File: config.mk
export PLATFORM = sky130hd
export DESIGN_NAME = btn_conditioner
export DESIGN_NICKNAME = d
export VERILOG_FILES = /design/src/rtl/btn_cond_pkg.sv /design/src/rtl/btn_debounce_cell.sv /design/src/rtl/btn_conditioner.sv
export SDC_FILE = /design/constraint.sdc
export NUM_CORES = 1
export LEC_CHECK = 0
export ABC_CLOCK_PERIOD_IN_PS = 3150
export CAP_MARGIN = 25
export CORE_MARGIN = 10
export CORE_UTILIZATION = 45
export CTS_CLUSTER_DIAMETER = 150
export DETAILED_ROUTE_END_ITERATION = 10
export PLACE_DENSITY = 0.72
export RECOVER_POWER = 25
export REMOVE_ABC_BUFFERS = 1
export SETUP_SLACK_MARGIN = 0.1
export SYNTH_ARGS = -nofsm -noshare
export SYNTH_HDL_FRONTEND = slang
export SYNTH_HIERARCHICAL = 1
export SYNTH_SLANG_ARGS = --single-unit
File: constraint.sdc
create_clock -name clk_clk -period 3.15 [get_ports clk_clk]
set_clock_uncertainty 0.2 [all_clocks]
set_input_delay 0.63 -clock clk_clk [delete_from_list [all_inputs] [get_ports clk_clk]]
set_output_delay 0.63 -clock clk_clk [all_outputs]
set_load 0.005 [all_outputs]
File: src/rtl/btn_cond_pkg.sv
// Shared types and helpers for the push-button conditioner.
// Optional feature macro used by the cells: BTN_COND_AUTO_REPEAT_EN.
package btn_cond_pkg;

  // Per-button press/hold state; REPEATING only reachable with auto-repeat built in.
  typedef enum logic [1:0] {
    RELEASED  = 2'd0,
    HOLD      = 2'd1,
    REPEATING = 2'd2
  } btn_state_e;

  // Bits needed for a counter that must hold values 0..max.
  function automatic int cnt_w(input int max);
    return (max < 1) ? 1 : $clog2(max + 1);
  endfunction

endpackage

File: src/rtl/btn_debounce_cell.sv
// One button: two-flop synchroniser, debounce filter and press/release/repeat FSM.
// Input raw_pressed is already normalised (1 = pressed).
// Auto-repeat (HOLD -> REPEATING pulses) is built only with BTN_COND_AUTO_REPEAT_EN.
// Handshake: none; every output is a free-running registered level or 1-cycle pulse,
// valid on every clock with no ready/back-pressure.
module btn_debounce_cell
  import btn_cond_pkg::*;
#(
  parameter int DEBOUNCE_CYC = 1000000,
  parameter int HOLD_CYC     = 25000000,
  parameter int REPEAT_CYC   = 5000000
) (
  input  logic       clk,
  input  logic       reset,
  input  logic       raw_pressed,
  output logic       level,
  output logic       press_pulse,
  output logic       release_pulse,
  output logic       repeat_pulse,
  output btn_state_e state_dbg
);

  localparam int DB_W = cnt_w(DEBOUNCE_CYC);
  localparam logic [DB_W-1:0] DB_LAST = DB_W'(DEBOUNCE_CYC - 1);

  logic            sync_meta;
  logic            sync_q;
  logic [DB_W-1:0] db_cnt;
  logic            db_flip;
  logic            level_rise;
  logic            level_fall;

  btn_state_e state;
  btn_state_e state_next;
  logic       press_next;
  logic       release_next;

  // Two-flop synchroniser; reset loads the released value.
  always_ff @(posedge clk) begin
    if (reset) begin
      sync_meta <= 1'b0;
      sync_q    <= 1'b0;
    end else begin
      sync_meta <= raw_pressed;
      sync_q    <= sync_meta;
    end
  end

  // The level flips on the edge where the disagreement has lasted DEBOUNCE_CYC cycles.
  assign db_flip    = (sync_q != level) && (db_cnt == DB_LAST);
  assign level_rise = db_flip && sync_q;
  assign level_fall = db_flip && !sync_q;

  // Debounce counter and filtered level; any agreement restarts the count.
  always_ff @(posedge clk) begin
    if (reset) begin
      db_cnt <= '0;
      level  <= 1'b0;
    end else if (sync_q == level) begin
      db_cnt <= '0;
    end else if (db_flip) begin
      db_cnt <= '0;
      level  <= sync_q;
    end else begin
      db_cnt <= db_cnt + 1'b1;
    end
  end

  assign state_dbg = state;

`ifdef BTN_COND_AUTO_REPEAT_EN
  localparam int RP_MAX = (HOLD_CYC > REPEAT_CYC) ? HOLD_CYC : REPEAT_CYC;
  localparam int RP_W   = cnt_w(RP_MAX);
  localparam logic [RP_W-1:0] HOLD_LAST   = RP_W'(HOLD_CYC - 1);
  localparam logic [RP_W-1:0] REPEAT_LAST = RP_W'(REPEAT_CYC - 1);

  logic [RP_W-1:0] rp_cnt;
  logic [RP_W-1:0] rp_cnt_next;
  logic            repeat_next;

  // Next state and pulses; a release on the cycle a repeat is due suppresses the repeat.
  always_comb begin
    state_next   = state;
    rp_cnt_next  = rp_cnt;
    press_next   = 1'b0;
    release_next = 1'b0;
    repeat_next  = 1'b0;
    case (state)
      RELEASED: begin
        if (level_rise) begin
          state_next  = HOLD;
          press_next  = 1'b1;
          rp_cnt_next = '0;
        end
      end
      HOLD: begin
        if (level_fall) begin
          state_next   = RELEASED;
          release_next = 1'b1;
          rp_cnt_next  = '0;
        end else if (rp_cnt == HOLD_LAST) begin
          state_next  = REPEATING;
          repeat_next = 1'b1;
          rp_cnt_next = '0;
        end else begin
          rp_cnt_next = rp_cnt + 1'b1;
        end
      end
      REPEATING: begin
        if (level_fall) begin
          state_next   = RELEASED;
          release_next = 1'b1;
          rp_cnt_next  = '0;
        end else if (rp_cnt == REPEAT_LAST) begin
          repeat_next = 1'b1;
          rp_cnt_next = '0;
        end else begin
          rp_cnt_next = rp_cnt + 1'b1;
        end
      end
      default: begin
        state_next  = RELEASED;
        rp_cnt_next = '0;
      end
    endcase
  end

  // State, repeat counter and registered pulses.
  always_ff @(posedge clk) begin
    if (reset) begin
      state         <= RELEASED;
      rp_cnt        <= '0;
      press_pulse   <= 1'b0;
      release_pulse <= 1'b0;
      repeat_pulse  <= 1'b0;
    end else begin
      state         <= state_next;
      rp_cnt        <= rp_cnt_next;
      press_pulse   <= press_next;
      release_pulse <= release_next;
      repeat_pulse  <= repeat_next;
    end
  end
`else
  // Next state and pulses without auto-repeat: HOLD lasts until release.
  always_comb begin
    state_next   = state;
    press_next   = 1'b0;
    release_next = 1'b0;
    case (state)
      RELEASED: begin
        if (level_rise) begin
          state_next = HOLD;
          press_next = 1'b1;
        end
      end
      HOLD: begin
        if (level_fall) begin
          state_next   = RELEASED;
          release_next = 1'b1;
        end
      end
      default: state_next = RELEASED;
    endcase
  end

  // State and registered press/release pulses.
  always_ff @(posedge clk) begin
    if (reset) begin
      state         <= RELEASED;
      press_pulse   <= 1'b0;
      release_pulse <= 1'b0;
    end else begin
      state         <= state_next;
      press_pulse   <= press_next;
      release_pulse <= release_next;
    end
  end

  assign repeat_pulse = 1'b0;
`endif

endmodule

File: src/rtl/btn_conditioner.sv
// Conditions N_BTN raw button pins: polarity normalisation, then one independent
// sync/debounce/FSM cell per button. btn_level feeds the PIO button inputs.
// Optional feature macro: BTN_COND_AUTO_REPEAT_EN (builds the auto-repeat pulses).
module btn_conditioner
  import btn_cond_pkg::*;
#(
  parameter int N_BTN        = 4,
  parameter int ACTIVE_LOW   = 1,
  parameter int DEBOUNCE_CYC = 1000000,
  parameter int HOLD_CYC     = 25000000,
  parameter int REPEAT_CYC   = 5000000
) (
  input  logic             clk_clk,
  input  logic             reset_reset,
  input  logic [N_BTN-1:0] btn_raw,
  output logic [N_BTN-1:0] btn_level,
  output logic [N_BTN-1:0] btn_press,
  output logic [N_BTN-1:0] btn_release,
  output logic [N_BTN-1:0] btn_repeat
);

  logic [N_BTN-1:0] raw_pressed;
  // Per-button FSM state, kept for hierarchical probing only.
  btn_state_e       dbg_state_unused [N_BTN];

  // Normalise so that 1 always means pressed inside the cells.
  assign raw_pressed = (ACTIVE_LOW != 0) ? ~btn_raw : btn_raw;

  for (genvar i = 0; i < N_BTN; i++) begin : g_cell
    btn_debounce_cell #(
      .DEBOUNCE_CYC(DEBOUNCE_CYC),
      .HOLD_CYC    (HOLD_CYC),
      .REPEAT_CYC  (REPEAT_CYC)
    ) u_cell (
      .clk          (clk_clk),
      .reset        (reset_reset),
      .raw_pressed  (raw_pressed[i]),
      .level        (btn_level[i]),
      .press_pulse  (btn_press[i]),
      .release_pulse(btn_release[i]),
      .repeat_pulse (btn_repeat[i]),
      .state_dbg    (dbg_state_unused[i])
    );
  end

endmodule

==> results of run 1 <==
[cells in the final DEF, fill, tap and decap left out]
cell / count
dfxtp_1: 104
nor2_1: 96
xnor2_1: 56
nor3_1: 32
inv_1: 24
nand3_1: 24
nor4_1: 24
nand4_1: 20
nand2_1: 16
and3_1: 12
dlygate4sd3_1: 11
clkbuf_8: 9
nor2b_1: 8
o31ai_1: 8
o221ai_1: 8
or2_2: 8
and4b_1: 8
xor2_1: 8
clkdlybuf4s50_1: 6
nor4b_1: 4
or3b_1: 4
or4_4: 4
o21ai_2: 4
or4b_1: 4
mux2i_1: 4
a21oi_1: 4
or3_1: 4
o21ai_0: 4
or4_1: 4
a31oi_1: 4
ha_1: 4
conb_1: 4
clkinv_4: 3
inv_6: 2
clkbuf_1: 2
clkinv_8: 1
clkinvlp_4: 1
[report_power, final]
part,leakage (nW),total [W],internal [W],switching [W]
registers,0.840,0.00133,0.00133,0.00000886
clock network,0.0932,0.000781,0.000304,0.000478
logic,0.529,0.0000419,0.0000179,0.0000241
[layout make-up]
| class | count | area (µm²) |
|---|---|---|
| inverters | 24 | 90.1 |
| clock buffers | 9 | 124 |
| flip-flops and latches | 104 | 2080 |
| repair buffers | 19 | 178 |
| fillers | 961 | 4770 |
| clock inverters | 7 | 67.6 |
| well taps | 133 | 166 |
| multi-input cells | 380 | 2340 |
[through the flow]
step            util  hold slack, ns  worst slack, ns
2_1_floorplan      -           0.214             1.08
3_3_place_gp   0.495           0.217            0.562
3_5_place_dp   0.495           0.227            0.499
4_1_cts        0.515           0.252            0.701
5_1_grt        0.514           0.267            0.532
6_report       0.514           0.248            0.718
[sequential cells by signal, indices dropped and copies added, names as in the netlist]
| name | flops |
|---|---|
| g_cell.u_cell/db_cnt | 80 |
| g_cell.u_cell/level | 4 |
| g_cell.u_cell/press_pulse | 4 |
| g_cell.u_cell/release_pulse | 4 |
| g_cell.u_cell/state_dbg | 4 |
| g_cell.u_cell/sync_meta | 4 |
| g_cell.u_cell/sync_q | 4 |
[how the worst min path moves through the flow]
stage	from	end	cells after the start
after CTS	g_cell[3].u_cell/sync_meta	g_cell[3].u_cell/sync_q	1
after global placement	g_cell[0].u_cell/sync_meta	g_cell[0].u_cell/sync_q	1
after global routing	g_cell[0].u_cell/sync_meta	g_cell[0].u_cell/sync_q	1
final	g_cell[3].u_cell/sync_meta	g_cell[3].u_cell/sync_q	1
after detailed placement	g_cell[3].u_cell/sync_meta	g_cell[3].u_cell/sync_q	1
after floorplan	g_cell[0].u_cell/sync_meta	g_cell[0].u_cell/sync_q	1
[routing by layer]
layer | part of all wire | track usage
met5 | 0 | 0
met3 | 0.036 | 0.0298
met2 | 0.45 | 0.187
met1 | 0.50 | 0.150
met4 | 0.018 | 0.0558
[worst max-delay path, stage by stage (launching register included)]
cell	delay, ns
dfxtp_1	0.39
ha_1	0.21
nand3_1	0.30
or4_4	0.55
o21ai_2	0.54
nor2_1	0.11
==> results.sh, run 1 <==
export IMPL_outcome="complete, no violations"
export IMPL_min_period_ns=2.43
export IMPL_rsz0062_at_grt="false"
export IMPL_hold_class="reg -> reg"
export IMPL_p_leak_nw=1.46
export IMPL_initial_core_util=0.465
export IMPL_critPathCaptureType="register"
export IMPL_cts_tree="done"
export IMPL_die_h_um=121
export IMPL_grt_pass1_vias=3387
export IMPL_die_area_um2=14600
export IMPL_clock_sinks=104
export IMPL_areaGrowthSynthToFinish_pct=10.4
export IMPL_finalSetupTns_ns=0
export IMPL_first_iter_violations=142
export IMPL_finalSetupViolations=0
export IMPL_drt_wl_total_mm=8.39
export IMPL_num_rows=36
export IMPL_cts_root_buf="clkbuf_8"
export IMPL_fin_area_um2=5040
export IMPL_dp_hpwl_mm=5.99
export IMPL_stdcell_count=676
export IMPL_core_area_um2=9820
export IMPL_insertedDiodeCount=0
export IMPL_ctsHoldBuffers=0
export IMPL_drv_slew=0
export IMPL_grt_first_pass_wirelength_mm=14.8
export IMPL_antenna_found_initial=0
export IMPL_critPathArrivalTime_ns=2.47
export IMPL_crit_type="reg -> reg"
export IMPL_grt_remaining_overflow=0
export IMPL_cts_resized=0
export IMPL_reg2reg_depth=5
export IMPL_grt_max_degree=23
export IMPL_placed_cells=660
export IMPL_io_buffers=17
export IMPL_ant_nets=0
export IMPL_ir_drop_mv=0.184
export IMPL_finalCritPeriodShare=0.772
export IMPL_cp_start_kind="register"
export IMPL_p_total_w=0.00216
export IMPL_cts_max_path_buffers=2
export IMPL_die_w_um=121
export IMPL_via_count=3616
export IMPL_startpoint="g_cell[0].u_cell/db_cnt[0]"
export IMPL_syn_instance_count=516
export IMPL_r2r_start="g_cell[0].u_cell/db_cnt[0]"
export IMPL_worstMarginPinSlew_ns=0.721
export IMPL_vias_per_cell=5.35
export IMPL_cap_viol_max_count=0
export IMPL_numCtsBuffers=9
export IMPL_critPathMaxFanout=16
export IMPL_r2r_setup_slack_ns=0.72
export IMPL_routabilityCongestion=0.805
export IMPL_post_cts_buffers=0
export IMPL_grt_usage=0.119
export IMPL_synth_avg_cell_area_um2=8.86
export IMPL_drtPass1Iterations=4
export IMPL_max_slew_margin_rel=0.518
export IMPL_clock_fmax_mhz=411
export IMPL_finalHoldViolCount=0
export IMPL_clock_latency_ns=0.37
export IMPL_drive_gt1_frac=0.0589
export IMPL_critical_path_required_ns=3.19
export IMPL_cellPowerDensity_nw_per_um2=428
export IMPL_nets=548
export IMPL_critPathCapture="g_cell[0].u_cell/db_cnt[11]"
export IMPL_synth_warnings=6
export IMPL_clk_pin_slew_ns=0.11
export IMPL_drc=0
export IMPL_place_area_um2=4860
export IMPL_wire_per_inst_um=12.4
export IMPL_pin_count=22
export IMPL_syn_area_um2=4570
export IMPL_cts_max_level=3
export IMPL_r2r_end="g_cell[0].u_cell/db_cnt[11]"
(Power assumes the default switching activity.)
==> run 2: changes to the inputs <==
Settings changed: ABC_CLOCK_PERIOD_IN_PS 3150 to 2300.
Clock period 3.15 ns to 2.3 ns, I/O delays scaled along.
==> run 2 against run 1 <==
Sequential share of layout area fell by 1.8 points; total power rose by 37%; cell area increased by 5.0%; count of clock-buffer cells in the layout is 2 higher; die area is the same; cell count is 4.3% higher; hold slack improved by 0.00075 ns; first-iteration DRC count is 93% higher; flip-flop and latch count is the same; fmax grew 14%; routed wire length grew 5.4%; worst setup slack worse by 0.56 ns; largest power group unchanged; highest routed layer unchanged.
==> results.sh, run 2 (synthesized netlist as in run 1, its figures left out) <==
export IMPL_p_comb_frac=0.024
export IMPL_pin_count=22
export IMPL_max_slew_margin_rel=0.599
export IMPL_routabilityCongestion=0.821
export IMPL_cap_viol_max_count=0
export IMPL_cts_max_level=3
export IMPL_core_area_um2=9820
export IMPL_initial_core_util=0.465
export IMPL_clkPwrFrac=0.357
export IMPL_fill_cells=910
export IMPL_finalSetupViolations=0
export IMPL_cellPowerDensity_nw_per_um2=557
export IMPL_cts_root_buf="clkbuf_8"
export IMPL_cts_tree="done"
export IMPL_min_period_ns=2.14
export IMPL_crit_type="reg -> reg"
export IMPL_nets=577
export IMPL_critPathCaptureType="register"
export IMPL_wire_per_inst_um=12.5
export IMPL_critical_path_required_ns=2.38
export IMPL_final_common_cell="dfxtp_1"
export IMPL_numCtsBuffers=9
export IMPL_areaGrowthSynthToFinish_pct=15.9
export IMPL_max_stage_delay_ns=0.56
export IMPL_grt_remaining_overflow=0
export IMPL_num_rows=36
export IMPL_grt_pass1_vias=3392
export IMPL_grt_usage=0.121
export IMPL_rsz0062_at_grt="false"
export IMPL_die_w_um=121
export IMPL_grt_max_degree=33
export IMPL_worstMarginPinSlew_ns=0.596
export IMPL_ctsHoldBuffers=0
export IMPL_drv_slew=0
export IMPL_io_buffers=17
export IMPL_cp_start_kind="register"
export IMPL_final_cell_mix="dfxtp_1, nor2_1, xnor2_1"
export IMPL_clk_pin_slew_ns=0.10
export IMPL_finalSetupTns_ns=0
export IMPL_p_total_w=0.00295
export IMPL_die_h_um=121
export IMPL_clock_sinks=104
export IMPL_p_leak_nw=1.61
export IMPL_outcome="complete, no violations"
export IMPL_largest_register="g_cell.u_cell/db_cnt"
export IMPL_p_switching_w=0.000667
export IMPL_dp_hpwl_mm=6.35
export IMPL_critPathArrivalTime_ns=2.22
export IMPL_place_area_um2=5100
export IMPL_clock_fmax_mhz=467
export IMPL_finalCritPeriodShare=0.931
export IMPL_drive_gt1_frac=0.108
export IMPL_grt_first_pass_wirelength_mm=15.2
export IMPL_antenna_found_initial=0
export IMPL_drc=0
export IMPL_cts_max_path_buffers=2
export IMPL_path_cells="or3b_1, or4_4, or4b_1, o31ai_1"
export IMPL_drtPass1Iterations=4
export IMPL_seq_power_share=0.619
export IMPL_drt_wl_total_mm=8.84
export IMPL_final_util=0.539
export IMPL_die_area_um2=14600
export IMPL_hold_ws_ns=0.248
export IMPL_finalHoldViolCount=0
export IMPL_vias_per_cell=5.34
export IMPL_ant_nets=0
export IMPL_hold_class="reg -> reg"
export IMPL_crit_slowest_cell="or4_4"
export IMPL_critPathMaxFanout=6
export IMPL_clock_latency_ns=0.36
export IMPL_p_int_w=0.00228
export IMPL_via_count=3762
export IMPL_r2r_setup_slack_ns=0.16
export IMPL_switching_share=0.226
export IMPL_largest_register_ff_count=80
export IMPL_first_iter_violations=274
export IMPL_ir_drop_mv=0.308
export IMPL_insertedDiodeCount=0
export IMPL_fin_area_um2=5300
[run 2: cell types whose count changed in the layout (fill, tap and decap cells not counted), moves of 4 or more]
cell      before  now
buf_12         0    4
buf_4          0   22
clkbuf_1       2    6
dfxtp_1      104   99
dfxtp_2        0    5
[run 2: layer usage]
metal / track usage / routed length [µm] / up-vias
met5: 0 / 0 / -
met4: 0.0468 / 104 / 0
met3: 0.0330 / 392 / 10
met2: 0.199 / 4110 / 76
met1: 0.148 / 4230 / 1752
li1: - / - / 1924
[run 2: layout make-up]
cell class | count | area (µm²) | area share
Inverter | 24 | 90.1 | 0.0170
Clock buffer | 11 | 141 | 0.0267
Tap cell | 133 | 166 | 0.0314
Multi-Input combinational cell | 380 | 2340 | 0.441
Timing Repair Buffer | 48 | 434 | 0.0820
Clock inverter | 5 | 38.8 | 0.00732
Sequential cell | 104 | 2090 | 0.394
[run 2: power groups by stage]
stage	Sequential [W]	Combinational (W)	Clock, W
floorplan	0.00187	0.0000332	0
global placement	0.00187	0.0000705	0
detailed placement	0.00187	0.0000722	0
CTS	0.00183	0.0000724	0.00109
global route	0.00183	0.0000802	0.00115
finish	0.00183	0.0000718	0.00105
[run 2: critical path, delay by kind of cell (launching register included)]
kind	cells	cell delay [ns]
DFF	1	0.36
AOI/OAI and AO/OA	1	0.08
and+or+nand+nor	3	1.43
[run 2: stage by stage]
stage / instances / setup WS, ns
after detailed placement: 685 / 0.137
after floorplan: 508 / 0.231
after global placement: 685 / 0.175
after CTS: 701 / 0.102
after global routing: 705 / 0.0640
final: 705 / 0.158
[run 2: final timing paths]
| kind | start | endpoint | depth (start not counted) |
|---|---|---|---|
| setup reg to reg | g_cell[1].u_cell/db_cnt[8] | g_cell[1].u_cell/level | 4 |
| setup / recovery | g_cell[1].u_cell/db_cnt[8] | g_cell[1].u_cell/level | 4 |
| hold / removal | g_cell[2].u_cell/sync_meta | g_cell[2].u_cell/sync_q | 1 |
| hold reg to reg | g_cell[2].u_cell/sync_meta | g_cell[2].u_cell/sync_q | 1 |
[run 2: what timing repair did]
| item | CTS | global route |
|---|---|---|
| endpoints found under the setup margin | 0 | 6 |
| gates resized for setup | 0 | 5 |
| setup buffers | 0 | 4 |
==> run 3: changes to the inputs <==
Settings changed: CAP_MARGIN 25 to 20, CORE_MARGIN 10 to 2, SLEW_MARGIN set to 20.
==> run 3 against run 2 <==
Core utilization shrank 0.14 points; register-to-register slack lost 0.05 ns; global-route usage grew 5.1 points; total power grew 3.9%; clock power grew 11%; via count grew 0.21%; non-clock buffer count shrank 5; cell count shrank 0.85%; worst setup slack lost 0.053 ns; largest cell class unchanged; largest power group unchanged.
==> results.sh, run 3 (synthesized netlist as in run 1, its figures left out) <==
export IMPL_outcome="complete, no violations"
export IMPL_min_period_ns=2.20
export IMPL_largest_register="g_cell.u_cell/db_cnt"
export IMPL_finalCritPeriodShare=0.955
export IMPL_wl_met2_mm=4.42
export IMPL_drive_gt1_frac=0.111
export IMPL_max_slew_margin_rel=0.562
export IMPL_final_util=0.538
export IMPL_num_rows=36
export IMPL_cts_max_path_buffers=2
export IMPL_clock_latency_ns=0.36
export IMPL_met1_length_mm=4.28
export IMPL_via_count=3770
export IMPL_dr_wl_met3_um=307
export IMPL_p_comb_frac=0.022
export IMPL_critPathArrivalTime_ns=2.27
export IMPL_grt_max_degree=33
export IMPL_nets=572
export IMPL_fin_area_um2=5280
export IMPL_seq_power_share=0.596
export IMPL_path_cells="or3b_1, or4_4, or4b_1, o31ai_1"
export IMPL_critPathCaptureType="register"
export IMPL_finalHoldViolCount=0
export IMPL_core_area_um2=9820
export IMPL_critPathMaxFanout=6
export IMPL_finalSetupTns_ns=0
export IMPL_cts_root_buf="clkbuf_8"
export IMPL_min_from="g_cell[2].u_cell/db_cnt[0]"
export IMPL_r2r_start="g_cell[2].u_cell/db_cnt[8]"
export IMPL_p_switching_w=0.000659
export IMPL_dp_hpwl_mm=6.30
export IMPL_numCtsBuffers=9
export IMPL_switching_share=0.215
export IMPL_final_cell_mix="dfxtp_1, nor2_1, xnor2_1"
export IMPL_place_area_um2=5030
export IMPL_crit_type="reg -> reg"
export IMPL_rsz0062_at_grt="false"
export IMPL_ant_nets=0
export IMPL_hold_class="reg -> reg"
export IMPL_p_int_w=0.00241
export IMPL_drtPass1Iterations=6
export IMPL_startpoint="g_cell[2].u_cell/db_cnt[8]"
export IMPL_final_common_cell="dfxtp_1"
export IMPL_clock_sinks=104
export IMPL_routabilityCongestion=0.850
export IMPL_max_stage_delay_ns=0.56
export IMPL_finalSetupViolations=0
export IMPL_cap_viol_max_count=0
export IMPL_vias_per_cell=5.39
export IMPL_grt_first_pass_wirelength_mm=15.9
export IMPL_drt_wl_total_mm=9.11
export IMPL_grt_pass1_vias=3596
export IMPL_drv_slew=0
export IMPL_clkPwrFrac=0.382
export IMPL_areaGrowthSynthToFinish_pct=15.6
export IMPL_cp_start_kind="register"
export IMPL_initial_core_util=0.465
export IMPL_grt_remaining_overflow=0
export IMPL_drc=0
export IMPL_io_buffers=17
export IMPL_clk_pin_slew_ns=0.10
export IMPL_top_layer="met4"
export IMPL_first_iter_violations=146
export IMPL_cts_max_level=3
export IMPL_insertedDiodeCount=0
export IMPL_cts_tree="done"
export IMPL_p_leak_nw=1.60
export IMPL_clock_fmax_mhz=455
export IMPL_crit_slowest_cell="or4_4"
export IMPL_hold_depth=1
export IMPL_die_w_um=105
export IMPL_critical_path_required_ns=2.38
export IMPL_antenna_found_initial=0
export IMPL_pin_count=22
export IMPL_largest_register_ff_count=80
export IMPL_grt_usage=0.172
export IMPL_ir_drop_mv=0.377
export IMPL_worstMarginPinSlew_ns=0.651
export IMPL_reg2reg_depth=4
export IMPL_cellPowerDensity_nw_per_um2=580
export IMPL_die_area_um2=11000
export IMPL_wire_per_inst_um=13.0
export IMPL_die_h_um=105
-- run 3: cell count changes in the layout (fill, tap and decap cells not counted), sizes merged --
cell           change
clkbuf             -4
buf                -1
bufinv             +1
clkdlybuf4s50      -1
clkinv             -1
dlygate4sd3        +1
inv                -1
-- run 3: per-stage QoR --
stage	setup slack [ns]	std cells	total power (W)	hold slack, ns
final	0.105	699	0.00307	0.240
after global routing	0.0564	699	0.00318	0.270
after CTS	0.129	694	0.00310	0.252
after detailed placement	0.143	679	0.00194	0.243
after global placement	0.186	679	0.00193	0.223
after floorplan	0.231	508	0.00190	0.214
-- run 3: worst max-delay path: cells and delay by family, from the launching register on --
family / cells / cell delay, ns
AND/OR/NAND/NOR: 3 / 1.46
flip-flops: 1 / 0.37
AO/OA/AOI/OAI: 1 / 0.08
-- run 3: cell type report --
cell class                      count  area, µm²
Clock buffer                       11        151
Clock inverter                      4       52.6
Fill cell                         929       4540
Inverter                           24       90.1
Multi-Input combinational cell    380       2340
Sequential cell                   104       2090
Tap cell                          133        166
Timing Repair Buffer               43        387
-- run 3: worst paths after layout --
check	to	slack [ns]
setup reg to reg	g_cell[2].u_cell/level	0.10
setup / recovery	g_cell[2].u_cell/level	0.10
hold reg to reg	g_cell[2].u_cell/db_cnt[0]	0.24
hold / removal	g_cell[2].u_cell/db_cnt[0]	0.24
-- run 3: repair_timing --
action | 4_1_cts | 5_1_grt
resized for setup | 0 | 12
hold buffers | 0 | 0
setup buffers | 0 | 5
setup endpoints to repair | 0 | 9
-- run 3: power by group through the flow --
| stage | clock (W) | sequential [W] | combinational, W |
|---|---|---|---|
| 5_1_grt | 0.00128 | 0.00183 | 0.0000752 |
| 4_1_cts | 0.00121 | 0.00183 | 0.0000678 |
| 3_3_place_gp | 0 | 0.00187 | 0.0000658 |
| 3_5_place_dp | 0 | 0.00187 | 0.0000674 |
| 2_1_floorplan | 0 | 0.00187 | 0.0000332 |
| 6_report | 0.00117 | 0.00183 | 0.0000672 |
-- run 3: metal layers --
metal  track usage  vias up
li1              -     1909
met1         0.212     1787
met2         0.299       65
met3        0.0412        9
met4        0.0505        0
met5             0        -
